--- src/rtl/fetch_pkg.sv ---
// Shared definitions for the instruction fetch unit: FSM encoding, word size,
// and the {pc, instruction} entry carried through the prefetch FIFO.
package fetch_pkg;

    localparam logic [1:0] ST_IDLE = 2'b00;
    localparam logic [1:0] ST_REQ  = 2'b01;
    localparam logic [1:0] ST_DROP = 2'b10;

    localparam int unsigned WORD_BYTES = 4;
    localparam logic [31:0] NOP_INST   = 32'h0000_0000;

    typedef struct packed {
        logic [31:0] pc;
        logic [31:0] inst;
    } fetch_entry_t;

    function automatic logic [31:0] word_align(input logic [31:0] addr);
        return addr & ~(32'(WORD_BYTES) - 32'd1);
    endfunction

endpackage

--- src/rtl/inst_fetch_unit_if.sv ---
// Bundle of the memory-side and datapath-side handshakes of the fetch unit.
// The fetch unit takes the master view; memory/datapath models take the slave view.
interface inst_fetch_unit_if;

    logic        imem_req;
    logic [31:0] imem_addr;
    logic        imem_ack;
    logic [31:0] imem_rdata;
    logic        redirect_valid;
    logic [31:0] redirect_pc;
    logic        inst_valid;
    logic        inst_ready;
    logic [31:0] instruction;
    logic [31:0] inst_pc;
    logic [31:0] inst_pc_plus4;

    modport master (
        output imem_req, imem_addr,
        input  imem_ack, imem_rdata,
        input  redirect_valid, redirect_pc,
        output inst_valid, instruction, inst_pc, inst_pc_plus4,
        input  inst_ready
    );

    modport slave (
        input  imem_req, imem_addr,
        output imem_ack, imem_rdata,
        output redirect_valid, redirect_pc,
        input  inst_valid, instruction, inst_pc, inst_pc_plus4,
        output inst_ready
    );

endinterface

--- src/rtl/fetch_fifo.sv ---
// Prefetch FIFO of {pc, instruction} entries with flush. The head entry and the
// empty flag are registered so the datapath sees flop outputs only.
module fetch_fifo
    import fetch_pkg::*;
#(
    parameter  int unsigned DEPTH = 2,
    localparam int unsigned PTR_W = $clog2(DEPTH),
    localparam int unsigned CNT_W = PTR_W + 1
) (
    input  logic             clock,
    input  logic             reset,
    input  logic             push,
    input  fetch_entry_t     push_data,
    input  logic             pop,
    input  logic             flush,
    output fetch_entry_t     head_data,
    output logic [CNT_W-1:0] count,
    output logic             full,
    output logic             empty
);

    fetch_entry_t     mem_q [DEPTH];
    logic [PTR_W-1:0] rd_ptr_q, rd_ptr_d;
    logic [PTR_W-1:0] wr_ptr_q, wr_ptr_d;
    logic [CNT_W-1:0] count_q, count_d;
    logic             empty_q, empty_d;
    fetch_entry_t     head_q, head_d;
    logic             do_push, do_pop;

    assign full = (count_q == CNT_W'(DEPTH));

    always_comb begin
        do_pop   = pop && !empty_q;
        do_push  = push && !flush && (!full || do_pop);
        rd_ptr_d = rd_ptr_q;
        wr_ptr_d = wr_ptr_q;
        count_d  = count_q;
        head_d   = head_q;
        if (flush) begin
            rd_ptr_d = '0;
            wr_ptr_d = '0;
            count_d  = '0;
        end else begin
            if (do_pop)  rd_ptr_d = rd_ptr_q + PTR_W'(1);
            if (do_push) wr_ptr_d = wr_ptr_q + PTR_W'(1);
            count_d = count_q + CNT_W'(do_push) - CNT_W'(do_pop);
            // Next head bypasses storage when the entry being written becomes the head.
            if (count_d != '0)
                head_d = (do_push && (wr_ptr_q == rd_ptr_d)) ? push_data : mem_q[rd_ptr_d];
        end
        empty_d = (count_d == '0);
    end

    always_ff @(posedge clock or posedge reset) begin
        if (reset) begin
            rd_ptr_q <= '0;
            wr_ptr_q <= '0;
            count_q  <= '0;
            empty_q  <= 1'b1;
            head_q   <= '{pc: 32'h0, inst: NOP_INST};
        end else begin
            rd_ptr_q <= rd_ptr_d;
            wr_ptr_q <= wr_ptr_d;
            count_q  <= count_d;
            empty_q  <= empty_d;
            head_q   <= head_d;
        end
    end

    always_ff @(posedge clock) begin
        if (do_push) mem_q[wr_ptr_q] <= push_data;
    end

    assign head_data = head_q;
    assign count     = count_q;
    assign empty     = empty_q;

endmodule

--- src/rtl/inst_fetch_unit.sv ---
// Fetch stage: owns the PC, issues word fetches over a variable-latency req/ack
// bus, buffers them in a prefetch FIFO and handles redirect flushes.
module inst_fetch_unit
    import fetch_pkg::*;
#(
    parameter logic [31:0] RESET_PC   = 32'h0000_0000,
    parameter int unsigned FIFO_DEPTH = 2
) (
    input logic               clock,
    input logic               reset,
    inst_fetch_unit_if.master bus
);

    localparam int unsigned CNT_W = $clog2(FIFO_DEPTH) + 1;

    logic [1:0]       state_q, state_d;
    logic [31:0]      fetch_pc_q, fetch_pc_d;
    logic [31:0]      addr_q, addr_d;
    logic             ack, push, pop, flush;
    logic             fifo_full, fifo_empty;
    logic [CNT_W-1:0] count, count_after_push;
    fetch_entry_t     push_data, head;

    // A late ack while idle belongs to an aborted request and is ignored.
    assign ack              = bus.imem_ack && (state_q != ST_IDLE);
    assign pop              = !fifo_empty && bus.inst_ready;
    assign count_after_push = count + CNT_W'(1) - CNT_W'(pop);
    assign push_data        = '{pc: fetch_pc_q, inst: bus.imem_rdata};

    always_comb begin
        state_d    = state_q;
        fetch_pc_d = fetch_pc_q;
        push       = 1'b0;
        flush      = 1'b0;
        if (bus.redirect_valid) begin
            flush      = 1'b1;
            fetch_pc_d = word_align(bus.redirect_pc);
            // An outstanding request without ack must still be drained.
            state_d    = (state_q == ST_IDLE || ack) ? ST_REQ : ST_DROP;
        end else begin
            case (state_q)
                ST_IDLE: if (!fifo_full) state_d = ST_REQ;
                ST_REQ: begin
                    if (ack) begin
                        push       = 1'b1;
                        fetch_pc_d = fetch_pc_q + 32'(WORD_BYTES);
                        state_d    = (count_after_push < CNT_W'(FIFO_DEPTH)) ? ST_REQ : ST_IDLE;
                    end
                end
                ST_DROP: if (ack) state_d = ST_REQ;
                default: state_d = ST_IDLE;
            endcase
        end
        // The bus address only moves when no request is in flight.
        addr_d = (state_q == ST_IDLE || ack) ? fetch_pc_d : addr_q;
    end

    always_ff @(posedge clock or posedge reset) begin
        if (reset) begin
            state_q    <= ST_IDLE;
            fetch_pc_q <= RESET_PC;
            addr_q     <= RESET_PC;
        end else begin
            state_q    <= state_d;
            fetch_pc_q <= fetch_pc_d;
            addr_q     <= addr_d;
        end
    end

    fetch_fifo #(.DEPTH(FIFO_DEPTH)) u_fifo (
        .clock     (clock),
        .reset     (reset),
        .push      (push),
        .push_data (push_data),
        .pop       (pop),
        .flush     (flush),
        .head_data (head),
        .count     (count),
        .full      (fifo_full),
        .empty     (fifo_empty)
    );

    assign bus.imem_req      = (state_q != ST_IDLE);
    assign bus.imem_addr     = addr_q;
    assign bus.inst_valid    = !fifo_empty;
    assign bus.instruction   = head.inst;
    assign bus.inst_pc       = head.pc;
    assign bus.inst_pc_plus4 = head.pc + 32'(WORD_BYTES);

endmodule

--- src/flat_wrapper.sv ---
// flat-port wrapper written by rule: the top's interface ports become plain ports
module inst_fetch_unit_flat import fetch_pkg::*;
#(
    parameter logic [31:0] RESET_PC   = 32'h0000_0000,
    parameter int unsigned FIFO_DEPTH = 2
)
  (clock, reset, bus_imem_req, bus_imem_addr, bus_imem_ack, bus_imem_rdata, bus_redirect_valid, bus_redirect_pc, bus_inst_valid, bus_instruction, bus_inst_pc, bus_inst_pc_plus4, bus_inst_ready);
  inst_fetch_unit_if bus_i ();
  input logic clock;
  input logic reset;
  output wire logic [$bits(bus_i.imem_req)-1:0] bus_imem_req;
  output wire logic [$bits(bus_i.imem_addr)-1:0] bus_imem_addr;
  input wire logic [$bits(bus_i.imem_ack)-1:0] bus_imem_ack;
  input wire logic [$bits(bus_i.imem_rdata)-1:0] bus_imem_rdata;
  input wire logic [$bits(bus_i.redirect_valid)-1:0] bus_redirect_valid;
  input wire logic [$bits(bus_i.redirect_pc)-1:0] bus_redirect_pc;
  output wire logic [$bits(bus_i.inst_valid)-1:0] bus_inst_valid;
  output wire logic [$bits(bus_i.instruction)-1:0] bus_instruction;
  output wire logic [$bits(bus_i.inst_pc)-1:0] bus_inst_pc;
  output wire logic [$bits(bus_i.inst_pc_plus4)-1:0] bus_inst_pc_plus4;
  input wire logic [$bits(bus_i.inst_ready)-1:0] bus_inst_ready;
  assign bus_imem_req = bus_i.imem_req;
  assign bus_imem_addr = bus_i.imem_addr;
  assign bus_i.imem_ack = bus_imem_ack;
  assign bus_i.imem_rdata = bus_imem_rdata;
  assign bus_i.redirect_valid = bus_redirect_valid;
  assign bus_i.redirect_pc = bus_redirect_pc;
  assign bus_inst_valid = bus_i.inst_valid;
  assign bus_instruction = bus_i.instruction;
  assign bus_inst_pc = bus_i.inst_pc;
  assign bus_inst_pc_plus4 = bus_i.inst_pc_plus4;
  assign bus_i.inst_ready = bus_inst_ready;
  inst_fetch_unit #(.RESET_PC(RESET_PC), .FIFO_DEPTH(FIFO_DEPTH)) u_core (.clock(clock), .reset(reset), .bus(bus_i));
endmodule
--- config.mk ---
export PLATFORM = sky130hd
export DESIGN_NAME = inst_fetch_unit_flat
export DESIGN_NICKNAME = d
export VERILOG_FILES = /design/src/rtl/fetch_pkg.sv /design/src/rtl/inst_fetch_unit_if.sv /design/src/rtl/fetch_fifo.sv /design/src/rtl/inst_fetch_unit.sv /design/src/flat_wrapper.sv
export SDC_FILE = /design/constraint.sdc
export NUM_CORES = 1
export LEC_CHECK = 0
export ABC_AREA = 1
export ABC_CLOCK_PERIOD_IN_PS = 6500
export BUFFER_PORTS_ARGS = -buffer_cell sky130_fd_sc_hd__buf_2
export CAP_MARGIN = 10
export CORE_AREA = 3 3 218 220
export CTS_BUF_LIST = sky130_fd_sc_hd__clkbuf_8
export CTS_CLUSTER_SIZE = 20
export DETAILED_ROUTE_END_ITERATION = 8
export DIE_AREA = 0 0 221 223
export GPL_TIMING_DRIVEN = 0
export MAX_ROUTING_LAYER = met4
export SYNTH_ARGS = -nofsm -noshare
export SYNTH_HDL_FRONTEND = slang
export SYNTH_SLANG_ARGS = --single-unit
--- constraint.sdc ---
create_clock -name clock -period 6.5 [get_ports clock]
set_input_delay 0 -clock clock [delete_from_list [all_inputs] [get_ports clock]]
set_output_delay 0 -clock clock [all_outputs]
set_load 0.05 [all_outputs]
# After elaboration in Yosys (flattened, before gate mapping)
# Memory sizes are Yosys's and may differ from the RTL's. A register that Yosys moved wholly into a read port is not among the register bits.
# Cells that the tools add are included.
[op_classes] order_cmp=1 eq_ne=6 multipliers=0 shift=0 muxes=22 n_bitwise=1 n_reduce_logical=17 add_sub_neg=8 n_div=0
[ops] operator="$mux W32" n=3
[ops] operator="$add A32 B3 Y32 const B" n=2
[ops] operator="$mux W1" n=12
[ops] operator="$mux W2" n=6
[ops] operator="$ne A3 B2 Y1 const B" n=2
[ops] operator="$pmux W2 S3" n=1
[ops] operator="$reduce_bool A2 Y1" n=3
[ops] operator="$logic_and A1 B1 Y1" n=5
[ops] operator="$eq A2 B2 Y1 const B" n=2
[ops] operator="$logic_not A2 Y1" n=2
[ops] operator="$sub A2 B1 Y2" n=2
[ops] operator="$logic_not A1 Y1" n=3
[ops] operator="$ne A3 B3 Y1 const B" n=1
[ops] operator="$reduce_and A3 Y1" n=1
[ops] operator="$add A1 B1 Y1 const B" n=2
[ops] operator="$add A2 B1 Y2" n=1
[ops] operator="$add A2 B1 Y2 const B" n=1
[ops] operator="$eq A2 B1 Y1 const B" n=1
[ops] operator="$logic_or A1 B1 Y1" n=2
[ops] operator="$lt A2 B2 Y1 const B" n=1
[ops] operator="$reduce_and A2 Y1" n=1
[ops] operator="$not A1 Y1" n=1
[word_totals] regBits=71 memories=1 ram_bits=128 input_bits=69 latchBits=0 rom_bits=0 wordCells=63 output_inout_bits=130
[memory_table] memory="u_core.u_fifo.mem_q" depth=2 word_bits=64 rd=1 rd_ports_with_merged_regs=1 wr=1 line="fetch_fifo.sv:22" text="fetch_entry_t mem_q [DEPTH];"

# Depth between registers and ports, before layout
[logic_depth] depth_word=11 mapped_depth=19 ltp_nobuf=15

# By module
# Synthesis repeated with hierarchy kept, for this count alone.
[hier_totals] cells_unflattened=1486 hier_area_um2=12797.3
[modules_own_cells] module="fetch_fifo" area_each_um2=8459.4 cells_per_inst=866 n_inst=1 seq_area_each_um2=5571.6
[modules_own_cells] module="inst_fetch_unit" area_each_um2=4337.9 cells_per_inst=620 n_inst=1 seq_area_each_um2=1651.6

# Least setup slack after synthesis
# No wires, ideal clock.
[synth_path] path_kind="register to register" start="reg u_core.u_fifo.empty_q (netlist: u_core.u_fifo.empty)" end="mem u_core.u_fifo.mem_q[1][0] in the netlist's numbering, enable pin" t_arrival_ns=3.900 t_required_ns=6.012 path_slack_ns=2.112 setup_time_ns=0.488 stages_incl_launch_ff=7 cell_sequence="dfstp_2 > inv_2 > nand2_2 > a31oi_4 > buf_2 > inv_1 > nor2_1"
[synth_via] elab_chain_len=7
[synth_rtl] element="start: declaration" line="fetch_fifo.sv:26" text="logic empty_q, empty_d;"
[synth_rtl] element="start signal: assignment" line="fetch_fifo.sv:65" text="empty_q <= empty_d;"
[synth_rtl] element="$logic_not A1 Y1 (*)"
[synth_rtl] element="via bus_inst_valid" line="flat_wrapper.sv:17" text="output wire logic [$bits(bus_i.inst_valid)-1:0] bus_inst_valid;"
[synth_rtl] element="$logic_and A1 B1 Y1" line="inst_fetch_unit.sv:26" text="assign pop = !fifo_empty && bus.inst_ready;"
[synth_rtl] element="$logic_and A1 B1 Y1 (*)" line="fetch_fifo.sv:33" text="do_pop = pop && !empty_q;"
[synth_rtl] element="$logic_or A1 B1 Y1 (*)" line="fetch_fifo.sv:34" text="do_push = push && !flush && (!full || do_pop);"
[synth_rtl] element="$logic_and A1 B1 Y1 (*)" line="fetch_fifo.sv:34"
[synth_rtl] element="$mux W1 (*)" line="fetch_fifo.sv:71" text="if (do_push) mem_q[wr_ptr_q] <= push_data;"
[synth_rtl] element="$mux W1 (not written as such) (*)" line="fetch_fifo.sv:71"
[synth_rtl] element="end: declaration" line="fetch_fifo.sv:22"
# The timed path passes the listed nets; every way through them passes the cells marked *.

# Final worst setup path
[layout_path] start="reg u_core.state_q[1]" end="reg u_core.u_fifo.head_q, in the netlist u_core.u_fifo.head_data[11]"
[layout_via] elab_chain_len=11 elab_cells_between_ends=12 classes_between="add/sub (2); eq/ne (1); mux (3); reduce/logical (6)"
[layout_rtl] element="start: declaration" line="inst_fetch_unit.sv:16" text="logic [1:0] state_q, state_d;"
[layout_rtl] element="start signal: assignment" line="inst_fetch_unit.sv:64" text="state_q <= state_d;"
[layout_rtl] element="$reduce_bool A2 Y1" line="inst_fetch_unit.sv:25" text="assign ack = bus.imem_ack && (state_q != ST_IDLE);"
[layout_rtl] element="$logic_and A1 B1 Y1" line="inst_fetch_unit.sv:25"
[layout_rtl] element="$mux W1" line="inst_fetch_unit.sv:44" text="if (ack) begin"
[layout_rtl] element="$mux W1 (*)" line="inst_fetch_unit.sv:41" text="case (state_q)"
[layout_rtl] element="$mux W1 (*)" line="inst_fetch_unit.sv:35" text="if (bus.redirect_valid) begin"
[layout_rtl] element="$logic_and A1 B1 Y1 (*) (2 in a row)" line="fetch_fifo.sv:34"
[layout_rtl] element="$add A2 B1 Y2 (*)" line="fetch_fifo.sv:46" text="count_d = count_q + CNT_W'(do_push) - CNT_W'(do_pop);"
[layout_rtl] element="$sub A2 B1 Y2 (*)" line="fetch_fifo.sv:46"
[layout_rtl] element="$reduce_bool A2 Y1 (*)" line="fetch_fifo.sv:48" text="if (count_d != '0)"
[layout_rtl] element="$reduce_and A2 Y1 (no line) (*)"
[layout_rtl] element="end signal: assignment" line="fetch_fifo.sv:60" text="head_q <= '{pc: 32'h0, inst: NOP_INST};"
[layout_rtl] element="end: declaration" line="fetch_fifo.sv:27" text="fetch_entry_t head_q, head_d;"
# Every way passes the cells marked *; elsewhere a longest branch is shown, timed or not.
# A chain may end at the register's enable or synchronous reset.

==> out/metrics.cfg <==
[route]
postRouteAntennaNets = 0
wl_met1_microns = 19000
first_iter_violations = 820
top_layer = met4
drtPass1Iterations = 6
totalWireLength_microns = 41800
drc_errors = 0
vias = 10681
avgViaCountPerCell = 4.65
met2WireLength_microns = 18700
wire_per_inst_microns = 18.2
wl_met3_microns = 2600

[cells_and_area]
antenna_cells = 0
drive_gt1_share_pct = 19.3
fin_cells = 2297
nFillCells = 4749
area_delta_synth_final_pct = 28.2
fin_nets = 1735
final_core_util_pct = 34.7

[clocking]
htreeDepth = 2
cts_tree = built
cts.sinks = 263
cts_hold_buf = 66
cts_resized = 0
clock_path_buffers = 3
clkTransAtPathRegs_ps = 60
clk_latency_ps = 600
cts_buffers = 46
root_buffer = clkbuf_8
postCtsSetupBuffers = 0

[logic_synthesis]
syn_avg_cell_area_sq_um = 9.13
yosysTopAreaCellShare_pct = 31.2
synthArstFlopShare_pct = 51.3
yosys_most_used_dff = dfrtp_1
netlist-cell-type-count = 36
synth_nets = 1420
yosysWarnings = 0
yosysSeqAreaShare_pct = 58.7
yosys-top-cells-count = nand2_1, nand3_1, nor2_1
synth_area_sq_um = 12300
synth.most_common_cell = nand2_1
syn-instance-count = 1348
synth_edf_count = 128
yosysTopAreaCell = edfxtp_1
ys_ff_latch = 263
ys_top_cells_by_area = edfxtp_1, dfrtp_1, nand2_1

[timing]
slew_headroom_pct = 42.5
clock_skew_ps = 26.5
maxSlewViolCount = 0
fmax_ghz = 0.304
hold_viol_final = 0
holdWs_ps = 70.5
setup_viol = 0
worst_pin_slew_ps = 862
post-route-period-util_pct = 50.6
layout_setup_ws_ps = 3210
fin_crit_ps = 3290
rsz0062_at_grt = false

[placement]
post-place-ws_ps = 3170
placed_cells = 2149
io_buffer_count = 196
place_congestion = 0.848
dp_hpwl_microns = 30300

[run_status]
status = completed

[worst_setup_path]
arrival_ps = 3800
critPathKind = reg2reg
startpoint_type = flip-flop
cp_max_fo = 10
end_kind = flip-flop
crit_required_ps = 7010

[min_path]
hp-class = in2async

[global_route]
grt_usage_pct = 17.2
antenna_found_initial = 0
gr-total-overflow = 0
grt_pass1_wl_microns = 64300
grt_pass1_vias = 10945
grt_max_degree = 70

[power]
finalPower_mw = 7.48
p_per_area_nw_per_um2 = 474
p_leak_nw = 7.02
irDropWorstVdd_mv = 0.344

[floorplanning]
core.rowCount = 78
initial_utilization_pct = 27.0
io_pins = 199
die_area_sq_um = 49300
die_x_microns = 221
coreArea_sq_um = 45500
die_y_microns = 223

[flow_run]
maxCapViolations = 0

layout make-up:
type / count / area (sq um) / share of cell area [%]
Buffer: 71 / 363 / 2.30
Tap cell: 600 / 751 / 4.76
Sequential cell: 263 / 7220 / 45.8
Timing Repair Buffer: 267 / 1760 / 11.1
Clock inverter: 27 / 190 / 1.21
Multi-Input combinational cell: 930 / 4410 / 28.0
Inverter: 84 / 320 / 2.03
Clock buffer: 55 / 757 / 4.80
critical path, stage by stage, from the launching register on:
cell and delay [ps]:
dfrtp_1 410, inv_2 70, nand2_1 60, nor2_2 150, nand2_2 120, a31oi_4 240
buf_2 370, buf_2 290, nand2_1 70, nand2_1 70, ha_1 150, xnor2_1 130
or2_1 130, nand3_1 70, nand2_1 130, buf_4 250, buf_2 280, nand3_1 140
nand2_1 90
power breakdown:
group	internal [mW]	leakage, nW	switching (mW)	total [mW]
Combinational	0.807	3.67	2.58	3.39
Clock	0.884	0.547	0.708	1.59
Sequential	2.13	2.80	0.371	2.50
path summary, 6_finish.rpt:
kind | to | depth (start not counted) | slack (ps) | startpoint
worst max-delay path | u_core.u_fifo.head_data[11]$_DFFE_PP0P_ | 18 | 3210 | u_core.state_q[1]$_DFFE_PP0P_
worst min-delay path | u_core.u_fifo.head_data[17]$_DFFE_PP0P_ | 3 | 70 | reset
worst max register to register | u_core.u_fifo.head_data[11]$_DFFE_PP0P_ | 18 | 3210 | u_core.state_q[1]$_DFFE_PP0P_
worst min register to register | u_core.u_fifo.head_data[7]$_DFFE_PP0P_ | 2 | 470 | u_core.u_fifo.head_data[7]$_DFFE_PP0P_
max in group asynchronous | u_core.bus.imem_addr[0]$_DFFE_PP0P_ | 4 | 5640 | reset
min in group clock | u_core.u_fifo.mem_q[0][21]$_DFFE_PP_ | 2 | 140 | bus_imem_rdata[21]
layout by cell type (no fill, tap or decap), drive strengths merged, types with 17 or more instances in the layout:
cell,n
nor2,139
dfrtp,134
dlygate4sd3,66
nand4,17
nand2,347
nand3,157
xor2,20
edfxtp,128
o21ai,88
a21oi,65
buf,238
nand3b,35
clkbuf,89
inv,103
logic make-up (layout without fill, tap and decap cells):
logic type | count (synthesis) | count (layout) | share of synthesized area, %
flip-flops | 263 | 263 | 58.7
XOR/XNOR | 32 | 32 | 2.28
adder cells (fa/ha/maj) | 3 | 3 | 0.305
AO/OA/AOI/OAI | 167 | 167 | 7.11
AND/OR/NAND/NOR | 728 | 728 | 26.1
buffers and inverters | 155 | 504 | 5.51
per-stage QoR:
stage / setup TNS (ps) / area, sq um
after CTS: 0 / 15800
final: 0 / 15800
after floorplan: 0 / 12300
after global routing: 0 / 15800
after detailed placement: 0 / 14200
after global placement: -8410 / 14000
registers in the layout, summed over array words and instances, names as in the netlist:
name,cells
u_core.u_fifo.rd_ptr_q,1
u_core.fetch_pc_q,32
u_core.u_fifo.head_data,64
u_core.u_fifo.count,2
u_core.u_fifo.mem_q,128
u_core.bus.imem_addr,32
u_core.u_fifo.wr_ptr_q,1
u_core.state_q,2
u_core.u_fifo.empty,1
layer usage:
layer / global-route usage [%] / vias up
li1: - / 5162
met1: 22.7 / 5064
met2: 26.1 / 355
met3: 3.57 / 100
met4: 6.63 / 0
met5: - / -
Note: power is estimated with default switching activity, not from simulation.
